$ cat src/rtl/simon_round_sequencer_pkg.sv
// rtl/simon_round_sequencer_pkg.sv - shared state, colour type and LED decode for the Simon round sequencer
package simon_pkg;

   typedef enum logic [3:0] {
      IDLE,
      APPEND,
      PLAY_RD,
      PLAY_ON,
      PLAY_OFF,
      IN_RD,
      IN_WAIT,
      CHECK,
      LOSE,
      WIN
   } state_e;

   typedef logic [1:0] color_t;

   function automatic logic [3:0] color2led(input color_t c);
      return 4'b0001 << c;
   endfunction

endpackage

$ cat src/rtl/simon_round_sequencer_if.sv
// rtl/simon_round_sequencer_if.sv - game-side signals of the Simon round sequencer: pacing, buttons, pattern memory, display
interface simon_round_sequencer_if #(
   parameter int AW = 3
);
   import simon_pkg::*;

   logic          tick;
   logic          start;
   logic [3:0]    btn;
   color_t        rnd;
   logic          mem_we;
   logic [AW-1:0] mem_waddr;
   color_t        mem_wdata;
   logic          mem_re;
   logic [AW-1:0] mem_raddr;
   color_t        mem_rdata;
   logic [3:0]    led;
   logic [AW:0]   score;
   logic          busy;
   logic          lose;
   logic          win;

   modport master (
      input  tick, start, btn, rnd, mem_rdata,
      output mem_we, mem_waddr, mem_wdata, mem_re, mem_raddr, led, score, busy, lose, win
   );

   modport slave (
      output tick, start, btn, rnd, mem_rdata,
      input  mem_we, mem_waddr, mem_wdata, mem_re, mem_raddr, led, score, busy, lose, win
   );

endinterface

$ cat src/rtl/simon_tick_timer.sv
// rtl/simon_tick_timer.sv - loadable tick-gated down counter; done pulses on the tick that empties it
module simon_tick_timer #(
   parameter int W = 5
) (
   input  logic         clk_i,
   input  logic         rst_i,
   input  logic         tick_i,
   input  logic         load_i,
   input  logic [W-1:0] load_val_i,
   output logic         done_o
);

   logic [W-1:0] cnt_q;
   logic [W-1:0] cnt_d;

   always_comb begin
      cnt_d = cnt_q;
      if (load_i) begin
         cnt_d = load_val_i;
      end else if (tick_i && (cnt_q != '0)) begin
         cnt_d = cnt_q - W'(1);
      end
   end

   always_ff @(posedge clk_i or negedge rst_i) begin
      if (!rst_i) begin
         cnt_q <= '0;
      end else begin
         cnt_q <= cnt_d;
      end
   end

   assign done_o = tick_i && (cnt_q == W'(1));

endmodule

$ cat src/rtl/simon_round_sequencer.sv
// rtl/simon_round_sequencer.sv - Simon Says round controller: append, play back, check presses.
// Optional SIMON_TIMEOUT_EN: IN_WAIT loses after TO_TICKS ticks without a press.
module simon_round_sequencer
   import simon_pkg::*;
#(
   parameter int MAX_LEN   = 8,
   parameter int AW        = $clog2(MAX_LEN),
   parameter int ON_TICKS  = 4,
   parameter int OFF_TICKS = 2,
   parameter int TO_TICKS  = 16
) (
   input  logic                     clk_i,
   input  logic                     rst_i,
   simon_round_sequencer_if.master  bus
);

   localparam int PLAY_MAX = (ON_TICKS > OFF_TICKS) ? ON_TICKS : OFF_TICKS;
   localparam int T_MAX    = (TO_TICKS > PLAY_MAX) ? TO_TICKS : PLAY_MAX;
   localparam int TW       = $clog2(T_MAX + 1);
   localparam logic [AW:0] LEN_ONE = (AW+1)'(1);
   localparam logic [AW:0] LEN_MAX = (AW+1)'(MAX_LEN);

   state_e        state_q, state_d;
   logic [AW:0]   len_q, len_d;
   logic [AW-1:0] idx_q, idx_d;
   logic [AW:0]   score_q, score_d;
   color_t        cur_q, cur_d;
   logic [3:0]    btn_q, btn_d;
   logic          rd_pend_q;
   color_t        cur_now;
   logic          idx_last;
   logic          tmr_load;
   logic [TW-1:0] tmr_val;
   logic          tmr_done;

   simon_tick_timer #(.W(TW)) u_timer (
      .clk_i      (clk_i),
      .rst_i      (rst_i),
      .tick_i     (bus.tick),
      .load_i     (tmr_load),
      .load_val_i (tmr_val),
      .done_o     (tmr_done)
   );

   // Memory data arrives the cycle after a read, so the first PLAY_ON cycle shows it directly.
   assign cur_now  = rd_pend_q ? bus.mem_rdata : cur_q;
   assign idx_last = (({1'b0, idx_q} + LEN_ONE) == len_q);

   always_ff @(posedge clk_i or negedge rst_i) begin
      if (!rst_i) begin
         state_q   <= IDLE;
         len_q     <= '0;
         idx_q     <= '0;
         score_q   <= '0;
         cur_q     <= '0;
         btn_q     <= '0;
         rd_pend_q <= 1'b0;
      end else begin
         state_q   <= state_d;
         len_q     <= len_d;
         idx_q     <= idx_d;
         score_q   <= score_d;
         cur_q     <= cur_d;
         btn_q     <= btn_d;
         rd_pend_q <= bus.mem_re;
      end
   end

   always_comb begin
      state_d       = state_q;
      len_d         = len_q;
      idx_d         = idx_q;
      score_d       = score_q;
      cur_d         = cur_now;
      btn_d         = btn_q;
      tmr_load      = 1'b0;
      tmr_val       = '0;
      bus.mem_we    = 1'b0;
      bus.mem_waddr = '0;
      bus.mem_wdata = '0;
      bus.mem_re    = 1'b0;
      bus.mem_raddr = '0;
      bus.led       = '0;

      unique case (state_q)
         IDLE, LOSE, WIN: begin
            if (bus.start) begin
               len_d   = '0;
               score_d = '0;
               state_d = APPEND;
            end
         end
         APPEND: begin
            bus.mem_we    = 1'b1;
            bus.mem_waddr = len_q[AW-1:0];
            bus.mem_wdata = bus.rnd;
            len_d         = len_q + LEN_ONE;
            idx_d         = '0;
            state_d       = PLAY_RD;
         end
         PLAY_RD: begin
            bus.mem_re    = 1'b1;
            bus.mem_raddr = idx_q;
            tmr_load      = 1'b1;
            tmr_val       = TW'(ON_TICKS);
            state_d       = PLAY_ON;
         end
         PLAY_ON: begin
            bus.led = color2led(cur_now);
            if (tmr_done) begin
               tmr_load = 1'b1;
               tmr_val  = TW'(OFF_TICKS);
               state_d  = PLAY_OFF;
            end
         end
         PLAY_OFF: begin
            if (tmr_done) begin
               if (idx_last) begin
                  idx_d   = '0;
                  state_d = IN_RD;
               end else begin
                  idx_d   = idx_q + AW'(1);
                  state_d = PLAY_RD;
               end
            end
         end
         IN_RD: begin
            bus.mem_re    = 1'b1;
            bus.mem_raddr = idx_q;
`ifdef SIMON_TIMEOUT_EN
            tmr_load      = 1'b1;
            tmr_val       = TW'(TO_TICKS);
`endif
            state_d       = IN_WAIT;
         end
         IN_WAIT: begin
            if (bus.btn != 4'b0000) begin
               btn_d   = bus.btn;
               state_d = CHECK;
            end
`ifdef SIMON_TIMEOUT_EN
            else if (tmr_done) begin
               state_d = LOSE;
            end
`endif
         end
         CHECK: begin
            if (!$onehot(btn_q) || (btn_q != color2led(cur_q))) begin
               state_d = LOSE;
            end else if (!idx_last) begin
               idx_d   = idx_q + AW'(1);
               state_d = IN_RD;
            end else begin
               score_d = score_q + LEN_ONE;
               state_d = (len_q == LEN_MAX) ? WIN : APPEND;
            end
         end
         default: state_d = IDLE;
      endcase
   end

   assign bus.score = score_q;
   assign bus.busy  = !((state_q == IDLE) || (state_q == LOSE) || (state_q == WIN));
   assign bus.lose  = (state_q == LOSE);
   assign bus.win   = (state_q == WIN);

endmodule

$ cat src/flat_wrapper.sv
// flat-port wrapper written by rule: the top's interface ports become plain ports
module simon_round_sequencer_flat import simon_pkg::*;
#(
   parameter int MAX_LEN   = 8,
   parameter int AW        = $clog2(MAX_LEN),
   parameter int ON_TICKS  = 4,
   parameter int OFF_TICKS = 2,
   parameter int TO_TICKS  = 16
)
  (clk_i, rst_i, bus_tick, bus_start, bus_btn, bus_rnd, bus_mem_rdata, bus_mem_we, bus_mem_waddr, bus_mem_wdata, bus_mem_re, bus_mem_raddr, bus_led, bus_score, bus_busy, bus_lose, bus_win);
  simon_round_sequencer_if #(.AW(AW)) bus_i ();
  input  logic clk_i;
  input  logic rst_i;
  input wire logic [$bits(bus_i.tick)-1:0] bus_tick;
  input wire logic [$bits(bus_i.start)-1:0] bus_start;
  input wire logic [$bits(bus_i.btn)-1:0] bus_btn;
  input wire logic [$bits(bus_i.rnd)-1:0] bus_rnd;
  input wire logic [$bits(bus_i.mem_rdata)-1:0] bus_mem_rdata;
  output wire logic [$bits(bus_i.mem_we)-1:0] bus_mem_we;
  output wire logic [$bits(bus_i.mem_waddr)-1:0] bus_mem_waddr;
  output wire logic [$bits(bus_i.mem_wdata)-1:0] bus_mem_wdata;
  output wire logic [$bits(bus_i.mem_re)-1:0] bus_mem_re;
  output wire logic [$bits(bus_i.mem_raddr)-1:0] bus_mem_raddr;
  output wire logic [$bits(bus_i.led)-1:0] bus_led;
  output wire logic [$bits(bus_i.score)-1:0] bus_score;
  output wire logic [$bits(bus_i.busy)-1:0] bus_busy;
  output wire logic [$bits(bus_i.lose)-1:0] bus_lose;
  output wire logic [$bits(bus_i.win)-1:0] bus_win;
  assign bus_i.tick = bus_tick;
  assign bus_i.start = bus_start;
  assign bus_i.btn = bus_btn;
  assign bus_i.rnd = bus_rnd;
  assign bus_i.mem_rdata = bus_mem_rdata;
  assign bus_mem_we = bus_i.mem_we;
  assign bus_mem_waddr = bus_i.mem_waddr;
  assign bus_mem_wdata = bus_i.mem_wdata;
  assign bus_mem_re = bus_i.mem_re;
  assign bus_mem_raddr = bus_i.mem_raddr;
  assign bus_led = bus_i.led;
  assign bus_score = bus_i.score;
  assign bus_busy = bus_i.busy;
  assign bus_lose = bus_i.lose;
  assign bus_win = bus_i.win;
  simon_round_sequencer #(.MAX_LEN(MAX_LEN), .AW(AW), .ON_TICKS(ON_TICKS), .OFF_TICKS(OFF_TICKS), .TO_TICKS(TO_TICKS)) u_core (.clk_i(clk_i), .rst_i(rst_i), .bus(bus_i));
endmodule
$ cat config.mk
export PLATFORM = sky130hd
export DESIGN_NAME = simon_round_sequencer_flat
export DESIGN_NICKNAME = d
export VERILOG_FILES = /design/src/rtl/simon_round_sequencer_pkg.sv /design/src/rtl/simon_round_sequencer_if.sv /design/src/rtl/simon_tick_timer.sv /design/src/rtl/simon_round_sequencer.sv /design/src/flat_wrapper.sv
export SDC_FILE = /design/constraint.sdc
export NUM_CORES = 1
export LEC_CHECK = 0
export ABC_AREA = 1
export ABC_CLOCK_PERIOD_IN_PS = 3270
export CAP_MARGIN = 20
export CORE_MARGIN = 3
export CORE_UTILIZATION = 40
export DETAILED_ROUTE_END_ITERATION = 6
export GPL_ROUTABILITY_DRIVEN = 0
export GPL_TIMING_DRIVEN = 0
export PLACE_DENSITY = 0.67
export SLEW_MARGIN = 20
export SYNTH_ARGS = -nofsm -noshare
export SYNTH_HDL_FRONTEND = slang
export SYNTH_SLANG_ARGS = --single-unit
export TNS_END_PERCENT = 5
$ cat constraint.sdc
create_clock -name clk_i -period 3.27 [get_ports clk_i]
set_clock_uncertainty 0.1 [all_clocks]
set_input_delay 0.8175 -clock clk_i [delete_from_list [all_inputs] [get_ports clk_i]]
set_output_delay 0.8175 -clock clk_i [all_outputs]
set_load 0.1 [all_outputs]
==> results by stage <==
Status:
- The run finished with clean final reports.

Clock network:
- CTS built an H-tree with a depth of 1.
- The worst-case clock buffer depth is 2.
- The number of buffers inserted during clock tree synthesis is 3.
- The number of sinks driven by the clock tree is 27.
- In this run, post-CTS hold repair placed 0 buffers.
- Clock-pin slew was measured on the worst setup and hold paths at 100 ps.
- The clock latency reported for the late side of the worst-skew pair is 270 ps.
- TritonCTS built the clock tree.
- The cell sitting at the root of the clock tree is a clkbuf_8.

Worst setup path:
- The worst register-to-register path has a setup slack of 760 ps.
- The largest individual stage delay along the critical path comes from the cell dlygate4sd2_1.
- The setup path with the least slack is of type in2out.
- Walking the worst path, the cells encountered are clkdlybuf4s50_1 -> inv_1 -> nor2_1 -> dlygate4sd2_1.
- The worst register-to-register path begins at u_core.btn_q[2].
- For the worst setup path, the data arrival time is 2250 ps.
- At the worst endpoint, the required time is 2350 ps.
- The startpoint class of the critical path is an input pin.
- For the worst flop-to-flop path, the logic depth is 12.
- The worst setup path is captured at a primary output.
- The terminus of the critical flop-to-flop path is u_core.idx_q[2].
- In this run the worst path has a maximum fanout of 1.
- The critical path's largest stage delay is 860 ps.

STA:
- Setup slack on the critical path of the routed design comes to 107 ps.
- The worst pin sits at a relative slew slack of 0.354.
- The hold violation total from the final report is 0.
- In the finished design, the share of the clock period the worst path needs comes to 0.967.
- The fmax is 316 MHz.
- The number of max-slew violations in the final report is 0.
- The number of setup violations in the final report is 0.
- Counting I/O delays and the setup requirement, the final critical path takes 3160 ps.
- The summed negative setup slack over all endpoints is 0 ps.
- Setup repair after global routing left no endpoint under its margin.
- The actual transition at the worst max-transition pin is 968 ps.

Route:
- For this block, the via count after detailed routing is 1788.
- Once detail routing completed, the nets flagged for antenna violations numbered 0.
- The iteration count of the initial detailed-routing pass is 5.
- The per-cell via count in the routed design is 4.79.
- The number of DRC violations after detailed routing is 0.
- The per-cell routed wire length is 11.1 um.
- The number of DRC violations after detailed-routing iteration 0 is 89.
- The overall routed net length is 4.14 mm.

Global routing:
- The via count of the first global-routing pass is 1689.
- The first-pass GRT wire length is 7.50 mm.
- Across every metal layer, demand over resource in global routing totals 0.154.
- The residual overflow from global routing is 0.
- Entering global routing, the biggest net connects 28 pins.
- The number of antenna violations at the first check in global routing is 0.

Synth:
- Of the post-synthesis cell area, the dominant cell type holds 0.340.
- For this run, the number of Yosys warnings is 0.
- A synthesized cell averages 7.35 um2.
- The cell count after synthesis is 270.
- The number of synthesized register bits is 27.
- The cell area that synthesis handed to floorplanning was 1990 um2.
- The cell accounting for the most synthesized area is dfrtp_1.
- The number of nets in the synthesized netlist is 293.
- The distinct cell type count after synthesis is 30.
- The sequential fraction of the synthesis area is 0.340.
- In the post-synthesis netlist, the biggest area contributors are dfrtp_1 (34%), nand2_1 (14%), ha_1 (6.3%), inv_1 (5.9%), nor2_1 (4.5%).

Floorplan:
- The site row count is 25.
- The floorplan step defined a die boundary enclosing 5850 um2.
- The die height is 76.5 um.
- The core region is 4750 um2.
- The die extent in x is 76.5 um.
- The initial utilization of the core area, before any placement, comes to 0.418.
- 33 I/O pins were placed.

Cells and area:
- The number of antenna diodes in the final layout is 0.
- The sequential cells in the finished layout cover a total of 676 um2.
- The net count of the finished layout is 330.
- Of the cells placed in the final design, the portion with a size suffix greater than 1 is 0.163.
- Fill cells in the final layout number 500.
- Measured on the finished design, the core utilization comes to 0.503.
- The library cell used most frequently in the layout, excluding fill and tap cells, is nand2_1.
- The area growth from synthesis to layout is 20.5%.
- The area of the multi-input gates is 1140 um2.
- In the layout the commonest cells are nand2_1 (74), inv_1 (31), dfrtp_1 (27).

Power and ir drop:
- The analysis attributes to cell leakage a power of 1.25 nW.
- After layout, the design draws a total of 2.33 mW.
- The total power per unit cell area is 974 nW/um2.
- The worst vdd rail ir drop is 0.634 mV.

Worst hold path:
- The startpoint of the worst hold path is u_core.u_timer.cnt_q[3].
- In this run the worst hold path is classified as reg2reg.
- For hold timing, the worst endpoint is u_core.u_timer.cnt_q[3].
- Along the worst hold path, the cell count comes to 1.

Placed design:
- In this run the tool buffered the top-level ports with 32 buffer cells.
- The minimum setup slack after placement is -597 ps.
- The HPWL after detailed placement is 3.27 mm.

Flow run:
- The count of max-cap constraint violations is 0.
-- metrics by stage --
stage,hold WS [ps],cells,cell area (um2)
2_1_floorplan,334,270,1990
3_3_place_gp,355,369,2390
3_5_place_dp,363,369,2380
4_1_cts,387,373,2420
5_1_grt,398,373,2390
6_report,387,373,2390
-- flip-flops by register name, indices dropped and copies added, names as in the netlist --
register              cells
u_core.btn_q              4
u_core.bus.score          4
u_core.cur_q              2
u_core.idx_q              3
u_core.len_q              4
u_core.rd_pend_q          1
u_core.state_q            4
u_core.u_timer.cnt_q      5
-- synthesized netlist by cell type --
| master | n |
|---|---|
| nand2_1 | 74 |
| inv_1 | 31 |
| dfrtp_1 | 27 |
| nor2_1 | 24 |
| nand3_1 | 15 |
| inv_2 | 13 |
| o21ai_0 | 13 |
| ha_1 | 10 |
| nand4_1 | 8 |
| nor3_1 | 7 |
| a21oi_1 | 6 |
| nor2_4 | 6 |
| nor2_2 | 5 |
| o21ai_1 | 3 |
| xnor2_1 | 3 |
| a21oi_2 | 2 |
| nand2_2 | 2 |
| nand2_4 | 2 |
| nand3_2 | 2 |
| nand3_4 | 2 |
| nand3b_1 | 2 |
| nor2_8 | 2 |
| o21a_1 | 2 |
| o22ai_1 | 2 |
| xor2_1 | 2 |
| a21boi_0 | 1 |
| fa_1 | 1 |
| inv_4 | 1 |
| nor3b_1 | 1 |
| o211ai_1 | 1 |
-- per-layer routing --
layer  part of all wire  global-route usage  routed length, um  up-vias
li1                   -                   -                  -      932
met1               0.52               0.222               2150      818
met2               0.44               0.242               1830       33
met3              0.023              0.0189                 94        5
met4              0.015              0.0435                 61        0
met5                  0                   0                  0        -
-- worst max-delay path: cells and delay by family --
family,cells,cell delay [ps]
buffers and inverters,3,1350
and+or+nand+nor,1,80
-- cells by family (layout without fill, tap and decap cells) --
group / count (synthesis) / in the layout / synth area share
AND/OR/NAND/NOR: 152 / 152 / 0.393
buffers and inverters: 45 / 81 / 0.0863
AO/OA/AOI/OAI: 30 / 30 / 0.0857
flip-flops: 27 / 27 / 0.340
adder cells (fa/ha/maj): 11 / 11 / 0.0731
XOR/XNOR: 5 / 5 / 0.0221
-- timing repair --
action                     CTS  global route
pin swaps                    0             0
cloned                       0             0
setup buffers                0             0
setup endpoints to repair   13            10
gates resized for setup     28            16
-- how the worst max path moves through the flow --
stage / from / end / cells after the start
finish: bus_rnd[1] / bus_mem_wdata[1] / 4
global route: bus_rnd[0] / bus_mem_wdata[0] / 4
CTS: bus_mem_rdata[0] / bus_led[0] / 7
detailed placement: bus_mem_rdata[0] / bus_led[2] / 7
global placement: bus_mem_rdata[0] / bus_led[0] / 7
floorplan: bus_mem_rdata[0] / bus_led[0] / 5
-- cell type report --
| class | count | share of cell area |
|---|---|---|
| clock buffers | 3 | 0.0173 |
| clock inverters | 1 | 0.00209 |
| inverters | 45 | 0.0717 |
| multi-input cells | 198 | 0.476 |
| flip-flops and latches | 27 | 0.282 |
| well taps | 67 | 0.0350 |
| repair buffers | 32 | 0.116 |
-- report_power, final --
part           switching (mW)  internal [mW]
registers               0.149          0.455
logic                    1.09          0.445
clock network           0.109         0.0855
(Power assumes the default switching activity.)
